--- src/rtl/fetch_sequencer_pkg.sv ---
// Shared definitions for the instruction-fetch sequencer: PC FunSel codes and FSM states.
package fetch_sequencer_pkg;

  // FunSel codes understood by the PC counter register
  localparam logic [1:0] FS_CLEAR = 2'b00;
  localparam logic [1:0] FS_LOAD  = 2'b01;
  localparam logic [1:0] FS_DEC   = 2'b10;
  localparam logic [1:0] FS_INC   = 2'b11;

  // Sequencer states
  typedef enum logic [2:0] {
    ST_INIT     = 3'd0,
    ST_IDLE     = 3'd1,
    ST_FETCH_LO = 3'd2,
    ST_FETCH_HI = 3'd3,
    ST_DONE     = 3'd4
  } state_t;

endpackage

--- src/rtl/fetch_sequencer.sv ---
// Instruction-fetch control: clears/loads/increments the PC, reads two
// little-endian bytes from memory and hands the assembled word to decode.
module fetch_sequencer
  import fetch_sequencer_pkg::*;
#(
  parameter int BYTE_W = 8,
  parameter int IR_W   = 2 * BYTE_W
) (
  input  logic              clk,
  input  logic              rst_n,
  input  logic              start,
  input  logic              branch_req,
  input  logic [BYTE_W-1:0] mem_data,
  input  logic              mem_valid,
  output logic              mem_req,
  output logic [1:0]        pc_funsel,
  output logic              pc_enable,
  output logic [IR_W-1:0]   ir_out,
  output logic              ir_valid,
  input  logic              ir_ack,
  output logic              busy
);

  state_t          state_reg;
  logic [IR_W-1:0] ir_reg;
  logic            ir_valid_reg;

  // PC and memory controls decode straight from the state so the PC moves on
  // the same edge a byte is captured; all held quiet while reset is asserted.
  always_comb begin
    mem_req   = 1'b0;
    pc_enable = 1'b0;
    pc_funsel = FS_CLEAR;
    if (rst_n) begin
      case (state_reg)
        ST_INIT: begin
          pc_enable = 1'b1;
        end
        ST_IDLE: begin
          if (branch_req) begin
            pc_enable = 1'b1;
            pc_funsel = FS_LOAD;
          end
        end
        ST_FETCH_LO, ST_FETCH_HI: begin
          mem_req = 1'b1;
          if (mem_valid) begin
            pc_enable = 1'b1;
            pc_funsel = FS_INC;
          end
        end
        default: ;
      endcase
    end
  end

  // Sequencer state, byte capture into the instruction register and valid flag
  always_ff @(posedge clk or negedge rst_n) begin
    if (!rst_n) begin
      state_reg    <= ST_INIT;
      ir_reg       <= '0;
      ir_valid_reg <= 1'b0;
    end else begin
      case (state_reg)
        ST_INIT: state_reg <= ST_IDLE;
        ST_IDLE: begin
          // a branch this cycle wins; start must still be high next cycle
          if (!branch_req && start) state_reg <= ST_FETCH_LO;
        end
        ST_FETCH_LO: begin
          if (mem_valid) begin
            ir_reg[BYTE_W-1:0] <= mem_data;
            state_reg          <= ST_FETCH_HI;
          end
        end
        ST_FETCH_HI: begin
          if (mem_valid) begin
            ir_reg[IR_W-1:BYTE_W] <= mem_data;
            ir_valid_reg          <= 1'b1;
            state_reg             <= ST_DONE;
          end
        end
        ST_DONE: begin
          if (ir_ack) begin
            ir_valid_reg <= 1'b0;
            state_reg    <= ST_IDLE;
          end
        end
        default: state_reg <= ST_INIT;
      endcase
    end
  end

  assign ir_out   = ir_reg;
  assign ir_valid = ir_valid_reg;
  assign busy     = (state_reg != ST_IDLE);

endmodule

--- config.mk ---
export PLATFORM = sky130hd
export DESIGN_NAME = fetch_sequencer
export DESIGN_NICKNAME = d
export VERILOG_FILES = /design/src/rtl/fetch_sequencer_pkg.sv /design/src/rtl/fetch_sequencer.sv
export SDC_FILE = /design/constraint.sdc
export NUM_CORES = 1
export LEC_CHECK = 0
export CELL_PAD_IN_SITES_DETAIL_PLACEMENT = 1
export CELL_PAD_IN_SITES_GLOBAL_PLACEMENT = 1
export CORE_ASPECT_RATIO = 1.2
export CORE_MARGIN = 10
export CORE_UTILIZATION = 32
export CTS_CLUSTER_DIAMETER = 120
export DETAILED_ROUTE_END_ITERATION = 8
export PLACE_DENSITY_LB_ADDON = 0.1
export SKIP_CTS_REPAIR_TIMING = 1
export SLEW_MARGIN = 20
export SYNTH_ARGS = -nofsm -noshare
export SYNTH_HDL_FRONTEND = slang
export SYNTH_SLANG_ARGS = --single-unit
--- constraint.sdc ---
create_clock -name clk -period 1.7 [get_ports clk]
set_input_delay 0.255 -clock clk [delete_from_list [all_inputs] [get_ports clk]]
set_output_delay 0.255 -clock clk [all_outputs]
set_load 0.02 [all_outputs]
## Word level (Yosys, flattened, before mapping)

Cells that the tools add are included.

- Flip-flop bits (word level): 20
- Bits in latches: 0
- RAM bits: 0
- Bits in read-only memories: 0
- Output and inout port bits: 22
- Memories kept: 0

- Add/subtract/negate cells: 0
- Multipliers: 0
- Divide/modulo/power cells: 0
- Magnitude comparators: 0
- Equality and inequality tests: 9
- Shift-type cells: 0
- Mux-type cells: 18
- Bitwise logic cells: 0
- Reductions and logical operators: 9

Operator list:

| kind | count |
|---|---|
| case mux 3 bit (5 select lines) | 1 |
| two-way mux 3 bit | 4 |
| two-way mux 1 bit | 8 |
| != test 2 bit (second input constant) | 4 |
| equality test 3 x 2 -> 1 bit (second input constant) | 2 |
| two-way mux 2 bit | 2 |
| case mux 2 bit (2 select lines) | 1 |
| AND reduction 2 bit | 2 |
| AND reduction 4 bit | 1 |
| equality test 3 x 1 -> 1 bit (second input constant) | 1 |
| equality test 3 bit (second input constant) | 1 |
| logical NOT 3 bit | 1 |
| != test 3 x 1 -> 1 bit (second input constant) | 1 |
| case mux 1 bit (3 select lines) | 1 |
| AND reduction 3 bit | 1 |
| case mux 1 bit (2 select lines) | 1 |
| nonzero test 2 bit | 1 |
| OR reduction 2 bit | 1 |
| logical AND 1 bit | 1 |
| logical NOT 1 bit | 1 |

## Depth between registers and ports, before layout

Gate-level depths: netlist of the first run.

- Depth in word-level cells: 4
- Depth in mapped cells: 4

## Worst setup path after synthesis of the first run

OpenSTA, ideal clock, no wires.

- Kind: register to output
- From: register state_reg[2]
- To: output pc_enable
- Arrival: 1188 ps
- Data required time: 1445 ps
- Slack: 257 ps
- Stages on the path, launching flop included: 4
- Path through: dfrtp_1 > inv_1 > nand2_1 > a211oi_1

- Cells in the longest elaborated chain, start to end: 4
- Elaborated cells between the ends (all ways): 7

Ends and longest elaborated chain:

| item | line | text |
|---|---|---|
| from (decl) | fetch_sequencer.sv:24 | `state_t state_reg;` |
| from (signal assigned) | fetch_sequencer.sv:60 | `state_reg <= ST_INIT;` |
| from (signal assigned) | fetch_sequencer.sv:65 | `ST_INIT: state_reg <= ST_IDLE;` |
| from (signal assigned) | fetch_sequencer.sv:68 | `if (!branch_req && start) state_reg <= ST_FETCH_LO;` |
| equality test 3 x 2 -> 1 bit | fetch_sequencer.sv:35 | `case (state_reg)` |
| OR reduction 2 bit | fetch_sequencer.sv:35 |  |
| case mux 1 bit (3 select lines) (*) | fetch_sequencer.sv:35 |  |
| two-way mux 1 bit (*) | fetch_sequencer.sv:34 | `if (rst_n) begin` |
| to (decl) | fetch_sequencer.sv:17 | `output logic pc_enable,` |

Mark *: on every way between the ends. The rest lies on a longest branch, timed or not.

## Worst setup path in the final report of the first run

- From: register state_reg[1]
- To: output pc_funsel[0]

- Cells in the longest elaborated chain, start to end: 4
- Elaborated cells between the ends (all ways): 6

Ends and longest elaborated chain:

| item | line | text |
|---|---|---|
| equality test 3 x 2 -> 1 bit | fetch_sequencer.sv:35 |  |
| OR reduction 2 bit | fetch_sequencer.sv:35 |  |
| case mux 2 bit (2 select lines) (*) | fetch_sequencer.sv:35 |  |
| two-way mux 2 bit (*) | fetch_sequencer.sv:34 |  |
| to (decl) | fetch_sequencer.sv:16 | `output logic [1:0] pc_funsel,` |

Marks and branches as above.

==> results of run 1 <==
## layout make-up
| cell class | instances | area (sq um) |
|---|---|---|
| fill | 274 | 1170 |
| inverter | 2 | 7.507 |
| multi-input combinational | 42 | 371.6 |
| sequential | 20 | 501.7 |
| clock buffer | 3 | 22.52 |
| tap | 33 | 41.29 |
| clock inverter | 1 | 30.03 |
| timing repair buffer | 47 | 432.9 |
## through the flow
step	setup WS (ns)	area [sq um]	hold WS [ns]	instances	utilization
after floorplan	0.2575	875.8	-0.04059	65	-
after global placement	-0.2121	1335	0.4675	142	0.5180
after detailed placement	-0.2744	1335	0.4923	142	0.5180
after CTS	-0.4421	1388	0.4238	146	0.5384
after global routing	-0.02580	1408	0.4215	148	0.5461
final	0.06641	1408	0.4269	148	0.5461
## worst register-to-register path, cell delays in order (launching register included)
cell,delay (ns)
dfrtp_1,0.39
buf_4,0.16
or2_4,0.28
nor2_8,0.17
mux2_2,0.36
## cells in the mapped netlist
cell      instances
or3b_2            1
a22oi_1           1
nand3_4           1
o41ai_1           1
o32a_1            1
nand3_1           2
dfrtp_1          20
a21oi_1           1
a211oi_1          1
mux2_1            2
nor2b_4           1
nor2b_1           3
and3_1            1
or2_4             1
nand2_1           8
mux2_2           14
nor2_8            1
inv_1             2
buf_4             1
nor2_1            2
## power by group
group          total (mW)  leakage, nW  switching (mW)  internal [mW]
Clock               0.382       0.0279           0.143          0.238
Sequential          0.812        0.237           0.116          0.696
Combinational        1.45        0.409           0.687          0.766
Total                2.65        0.674           0.946           1.70
## placed cells by master (no fill, tap or decap), drive strengths merged, types with 2 or more instances in the layout
master         instances
clkbuf                 5
mux2                  16
inv                    2
nand3                  3
nor2                   3
nand2                  8
nor2b                  4
clkdlybuf4s50         30
buf                   13
dlymetal6s2s           2
dfrtp                 20
## cell families (layout without fill, tap and decap cells)
family | Yosys count | in the layout | synth area share
buffers and inverters | 3 | 53 | 0.01715
and+or+nand+nor | 21 | 21 | 0.1614
AOI/OAI and AO/OA | 5 | 5 | 0.04429
muxes | 16 | 16 | 0.2057
DFF | 20 | 20 | 0.5714
## how the worst max path moves through the flow
stage	slack [ns]	depth (start not counted)	to	startpoint
final	0.07	5	pc_funsel[0]	state_reg[1]$_DFFE_PN0P_
after global routing	-0.03	5	pc_funsel[0]	state_reg[1]$_DFFE_PN0P_
after CTS	-0.44	4	pc_funsel[0]	state_reg[1]$_DFFE_PN0P_
after detailed placement	-0.27	4	pc_enable	rst_n
after global placement	-0.21	4	pc_enable	rst_n
after floorplan	0.26	3	pc_enable	state_reg[2]$_DFFE_PN0P_
## routing by layer
| metal | GRT usage | vias up | wire length, um |
|---|---|---|---|
| li1 | - | 328 | - |
| met1 | 0.08831 | 333 | 934 |
| met2 | 0.1365 | 25 | 1120 |
| met3 | 0.04797 | 2 | 250 |
| met4 | 0.03086 | 0 | 19 |
| met5 | 0 | - | 0 |
==> summary.md, run 1 <==
| Metric | Value |
|---|---|
| Ant diodes | `0` |
| Clock latency on the worst-skew pair | `0.29 ns` |
| Total power | `2.646 mW` |
| CTS tree | `built` |
| Total Routed Length | `2324 um` |
| Pins Over Slew Limit | `0` |
| Nets@finish | `130` |
| Drt initial violations | `12` |
| Initial Util | `0.3398` |
| Cell Pwr Density | `1880 mW/mm^2` |
| Crit path max-delay family | `flip-flops` |
| CTS buffer count | `3` |
| Final Wtd Congestion | `0.7968` |
| Tmin final | `approximately 1.6 ns` |
| Syn Nets | `79` |
| Layout area overhead | `60.71%` |
| Worst Clk Skew | `0.002598 ns` |
| GRT overflow | `0` |
| Die W | `a little under 70 um` |
| Dominant cell type by area after synthesis | `dfrtp_1` |
| CP Data Required Time | `1.44 ns` |
| Die ar. | `0.005239 sq mm` |
| Post-synth top area share | `0.5714` |
| Residual DRC | `0` |
| Crit path DAT | `1.38 ns` |
| Critical-path cell list | `buf_4 -> nor2b_4 -> nand2_1 -> a21oi_2 -> buf_4` |
| Fin crit share | `0.9609` |
| Yosys reg bits | `20` |
| Max clock buf depth | `2` |
| Core ar. | `~0.0026 sq mm` |
| Count of buffers from port buffering | `35` |
| First-pass GRT wire length | `3450 um` |
| End of the worst register-to-register path | `ir_out[5]$_DFFE_PN0P_` |
| Buf/Inv on CP | `2` |
| TritonCTS Sinks | `20` |
| Area of the mapped netlist | `875.8 sq um` |
| CP most frequent cell | `buf_4` |
| Post-DRT Antenna Nets | `0` |
| Clock transition at path regs | `between 0.1 and 0.15 ns` |
| Die height | `between 70 and 80 um` |
| Worst path max stage delay | `0.46 ns` |
| Drt wl/cell | `between 15 and 20 um` |
| H-tree Lvls | `1` |
| Critical Path Fanout Max | `5` |
| Layout cell share with drive strength beyond 1 | `0.3565` |
| Top-level port count | `36` |
| Vias in the first global route | `710` |
| Rows | `20` |
| Slew headroom | `0.8394` |
| Post-synthesis cell count | `65` |
| Leakage | `0.6740 nW` |
| Status | `completed` |
| Vias | `688` |
| Setup_tns | `0 ns` |
| Final setup vio count | `0` |
| Initial antenna violation count | `0` |
| Mapped Avg Cell Area | `13.47 sq um` |
| R2R cell count | `4` |
| Hold Violations, Final | `0` |
| FMAX | `0.6121 GHz` |
| Peak VDD IR | `0.0008949 V` |
| Routed vias/inst | `4.649` |
| CTS Root Cell | `clkbuf_4` |
| Largest net degree at the start of global routing | `21` |
| Top cells by area, synth | `dfrtp_1, mux2_2, nand2_1` |
| DPL Wire Length | `1794 um` |
| Largest register FFs | `16` |
| Reg2Reg Setup Slack | `approximately 0.24 ns` |
| Worst R2R Start | `state_reg[2]$_DFFE_PN0P_` |
| Max-cap violations | `0` |
| Critical path endpoint category | `output port` |
| Total global-route track usage | `0.08464` |
| Slew @ Worst Pin | `between 0.2 and 0.25 ns` |
| Crit path max-delay cell type | `dfrtp_2` |
| Hold Path Class | `input pin to async pin` |
| TritonRoute pass-1 iters | `3` |
| Yosys warning total | `0` |
| Cell variety after synth | `20` |
| Seq/Total Area, Yosys | `0.5714` |
| Startpoint types | `register` |
| CP Class | `register to output port` |
No activity file was read; power rests on OpenSTA's default activity.
==> run 2, diff against run 1 <==
--- a/config.mk
+++ b/config.mk
@@ -12,6 +12,7 @@
 export CORE_UTILIZATION = 32
 export CTS_CLUSTER_DIAMETER = 120
 export DETAILED_ROUTE_END_ITERATION = 8
+export GPL_TIMING_DRIVEN = 0
 export PLACE_DENSITY_LB_ADDON = 0.1
 export SKIP_CTS_REPAIR_TIMING = 1
 export SLEW_MARGIN = 20
==> run 2 against run 1 <==
Effect of this change: die area unchanged; non-clock buffer count decreased by 10; worst setup slack improved by 0.0059 ns; count of clock-buffer cells in the layout increased by 1; register-to-register slack improved by 0.08 ns; sequential share of layout area increased by 1.9 points; largest power group unchanged; clock power decreased by 28%.
==> summary.md, run 2 (same netlist as run 1, synthesis figures left out) <==
| Metric | Value |
|---|---|
| Hold Path Class | `register to register (was input pin to async pin)` |
| Top-level port count | `36 (unchanged)` |
| Die W | `67.76 um (unchanged)` |
| Flop pwr share | `0.333 (was 0.307)` |
| Count of buffers from port buffering | `35 (unchanged)` |
| Crit path DAT | `1.37 ns (was 1.38 ns)` |
| Cell Pwr Density | `1834 mW/mm^2 (was 1880 mW/mm^2)` |
| TritonRoute pass-1 iters | `2 (was 3)` |
| Top Usage Layer GRT | `met2 (unchanged)` |
| CTS tree | `built (unchanged)` |
| Worst Clk Skew | `0.008140 ns (was 0.002598 ns)` |
| Critical path endpoint category | `output port (unchanged)` |
| Status | `completed (unchanged)` |
| CP Data Required Time | `1.44 ns (about the same)` |
| Total power | `2.457 mW (was 2.646 mW)` |
| Drt wl/cell | `15.57 um (was 15.70 um)` |
| Final setup vio count | `0 (unchanged)` |
| Vias | `666 (was 688)` |
| Layout cell share with drive strength beyond 1 | `0.3238 (was 0.3565)` |
| Drt initial violations | `22 (was 12)` |
| Slew @ Worst Pin | `0.8680 ns (was 0.2378 ns)` |
| Initial antenna violation count | `0 (unchanged)` |
| Commonest non-fill, non-tap cell in the layout | `clkdlybuf4s50_1 (unchanged)` |
| GR Util met1 | `0.08270 (was 0.08831)` |
| Max-cap violations | `0 (unchanged)` |
| Max clock buf depth | `2 (unchanged)` |
| RSZ-0062 raised after global routing | `false` |
| Largest register FFs | `16 (unchanged)` |
| Slew headroom | `0.4194 (was 0.8394)` |
| Layout Utilization | `0.5199 (was 0.5461)` |
| Combinational share of power | `0.555 (was 0.549)` |
| Vias in the first global route | `707 (was 710)` |
| TritonCTS Sinks | `20 (unchanged)` |
| Commonest cells after routing, fill and taps aside | `clkdlybuf4s50_1, dfrtp_1, mux2_2, nand2_1 (was clkdlybuf4s50_1, dfrtp_1, mux2_2, buf_4, nand2_1)` |
| Total Routed Length | `2149 um (was 2324 um)` |
| Final Wtd Congestion | `0.7989 (was 0.7968)` |
| Met3 Usage GRT | `0.04215 (was 0.04797)` |
| CP Class | `input pin to output port (was register to output port)` |
| Fin crit share | `0.9575 (was 0.9609)` |
| Largest net degree at the start of global routing | `23 (was 21)` |
| Leakage | `0.6320 nW (was 0.6740 nW)` |
| Initial Util | `0.3398 (unchanged)` |
| Routing usage on met2 | `0.1337 (was 0.1365)` |
| Nets@finish | `120 (was 130)` |
| Pins Over Slew Limit | `0 (unchanged)` |
| Setup_tns | `0 ns (unchanged)` |
| Core ar. | `0.002577 sq mm (unchanged)` |
| Total global-route track usage | `0.08416 (was 0.08464)` |
| Clock Power Share | `0.112 (was 0.144)` |
| Switching power | `0.9168 mW (was 0.9460 mW)` |
| Rows | `20 (unchanged)` |
| Clock transition at path regs | `0.11 ns (about the same)` |
| Switching Share | `0.3731 (was 0.3574)` |
| Hold Violations, Final | `0 (unchanged)` |
| First-pass GRT wire length | `3312 um (was 3450 um)` |
| Startpoint types | `input pin (was register)` |
| Ant diodes | `0 (unchanged)` |
| CTS buffer count | `3 (unchanged)` |
| Fillers | `282 (was 274)` |
| Die height | `77.31 um (unchanged)` |
| Layout area overhead | `53.00% (was 60.71%)` |
| CTS Root Cell | `clkbuf_4 (unchanged)` |
| Peak VDD IR | `0.0007573 V (was 0.0008949 V)` |
| Critical Path Fanout Max | `4 (was 5)` |
| FMAX | `0.6144 GHz (was 0.6121 GHz)` |
| Pint | `1.541 mW (was 1.700 mW)` |
| Residual DRC | `0 (unchanged)` |
| Routed vias/inst | `4.826 (was 4.649)` |
| DPL Wire Length | `1621 um (was 1794 um)` |
| Tmin final | `1.628 ns (was 1.634 ns)` |
| Die ar. | `0.005239 sq mm (unchanged)` |
| Post-DRT Antenna Nets | `0 (unchanged)` |
| GRT overflow | `0 (unchanged)` |
| H-tree Lvls | `1 (unchanged)` |
| Clock latency on the worst-skew pair | `0.30 ns (was 0.29 ns)` |
-- run 2: cell count changes in the layout (fill, tap and decap cells not counted), sizes merged --
cell           before  now
clkbuf              5    4
dlygate4sd3         0    1
bufinv              1    0
dlymetal6s2s        2    3
buf                13    4
clkdlybuf4s50      30   29
-- run 2: power groups by stage --
| stage | clock network [mW] | logic (mW) | registers, mW |
|---|---|---|---|
| floorplan | 0 | 0.501 | 1.05 |
| global placement | 0 | 1.34 | 0.812 |
| detailed placement | 0 | 1.36 | 0.825 |
| CTS | 0.286 | 1.36 | 0.814 |
| global route | 0.314 | 1.47 | 0.843 |
| finish | 0.275 | 1.36 | 0.818 |
-- run 2: final cells by class --
| class | count | area [sq um] | share of cell area |
|---|---|---|---|
| well taps | 33 | 41.29 | 0.03081 |
| multi-input cells | 42 | 382.9 | 0.2857 |
| inverters | 2 | 7.507 | 0.005602 |
| clock buffers | 4 | 36.28 | 0.02708 |
| repair buffers | 36 | 357.8 | 0.2670 |
| flip-flops and latches | 20 | 503.0 | 0.3753 |
| plain buffers | 1 | 11.26 | 0.008403 |
-- run 2: through the flow --
step                cells  setup slack [ns]  instance area [sq um]  hold WS, ns
floorplan              65            0.2575                  875.8     -0.04059
global placement      133            -1.094                   1267       0.4686
detailed placement    133            -1.103                   1267       0.4926
CTS                   137            -1.107                   1304       0.4998
global route          138          0.006607                   1340       0.5285
finish                138           0.07231                   1340       0.5143
-- run 2: metal layers --
metal | up-vias | wire length [um] | part of all wire
li1 | 308 | - | -
met1 | 330 | 858 | 0.40
met2 | 24 | 1014 | 0.47
met3 | 4 | 227 | 0.11
met4 | 0 | 49 | 0.023
met5 | - | 0 | 0
-- run 2: worst paths after layout --
path                                               start  slack (ns)                        to  cells past startpoint
worst max-delay path                           mem_valid        0.07              pc_funsel[1]                      4
worst min-delay path               ir_out[9]$_DFFE_PN0P_        0.51     ir_out[9]$_DFFE_PN0P_                      1
worst max register to register  state_reg[2]$_DFFE_PN0P_        0.32     ir_out[7]$_DFFE_PN0P_                      3
worst min register to register     ir_out[9]$_DFFE_PN0P_        0.51     ir_out[9]$_DFFE_PN0P_                      1
max in group asynchronous                          rst_n        0.48  state_reg[2]$_DFFE_PN0P_                      2
min in group asynchronous                          rst_n        0.63    ir_out[14]$_DFFE_PN0P_                      2
-- run 2: critical path, stage by stage --
cell and delay (ns):
clkdlybuf4s50_1 0.62, nand2_2 0.16, nor2_1 0.10, dlymetal6s2s_1 0.23
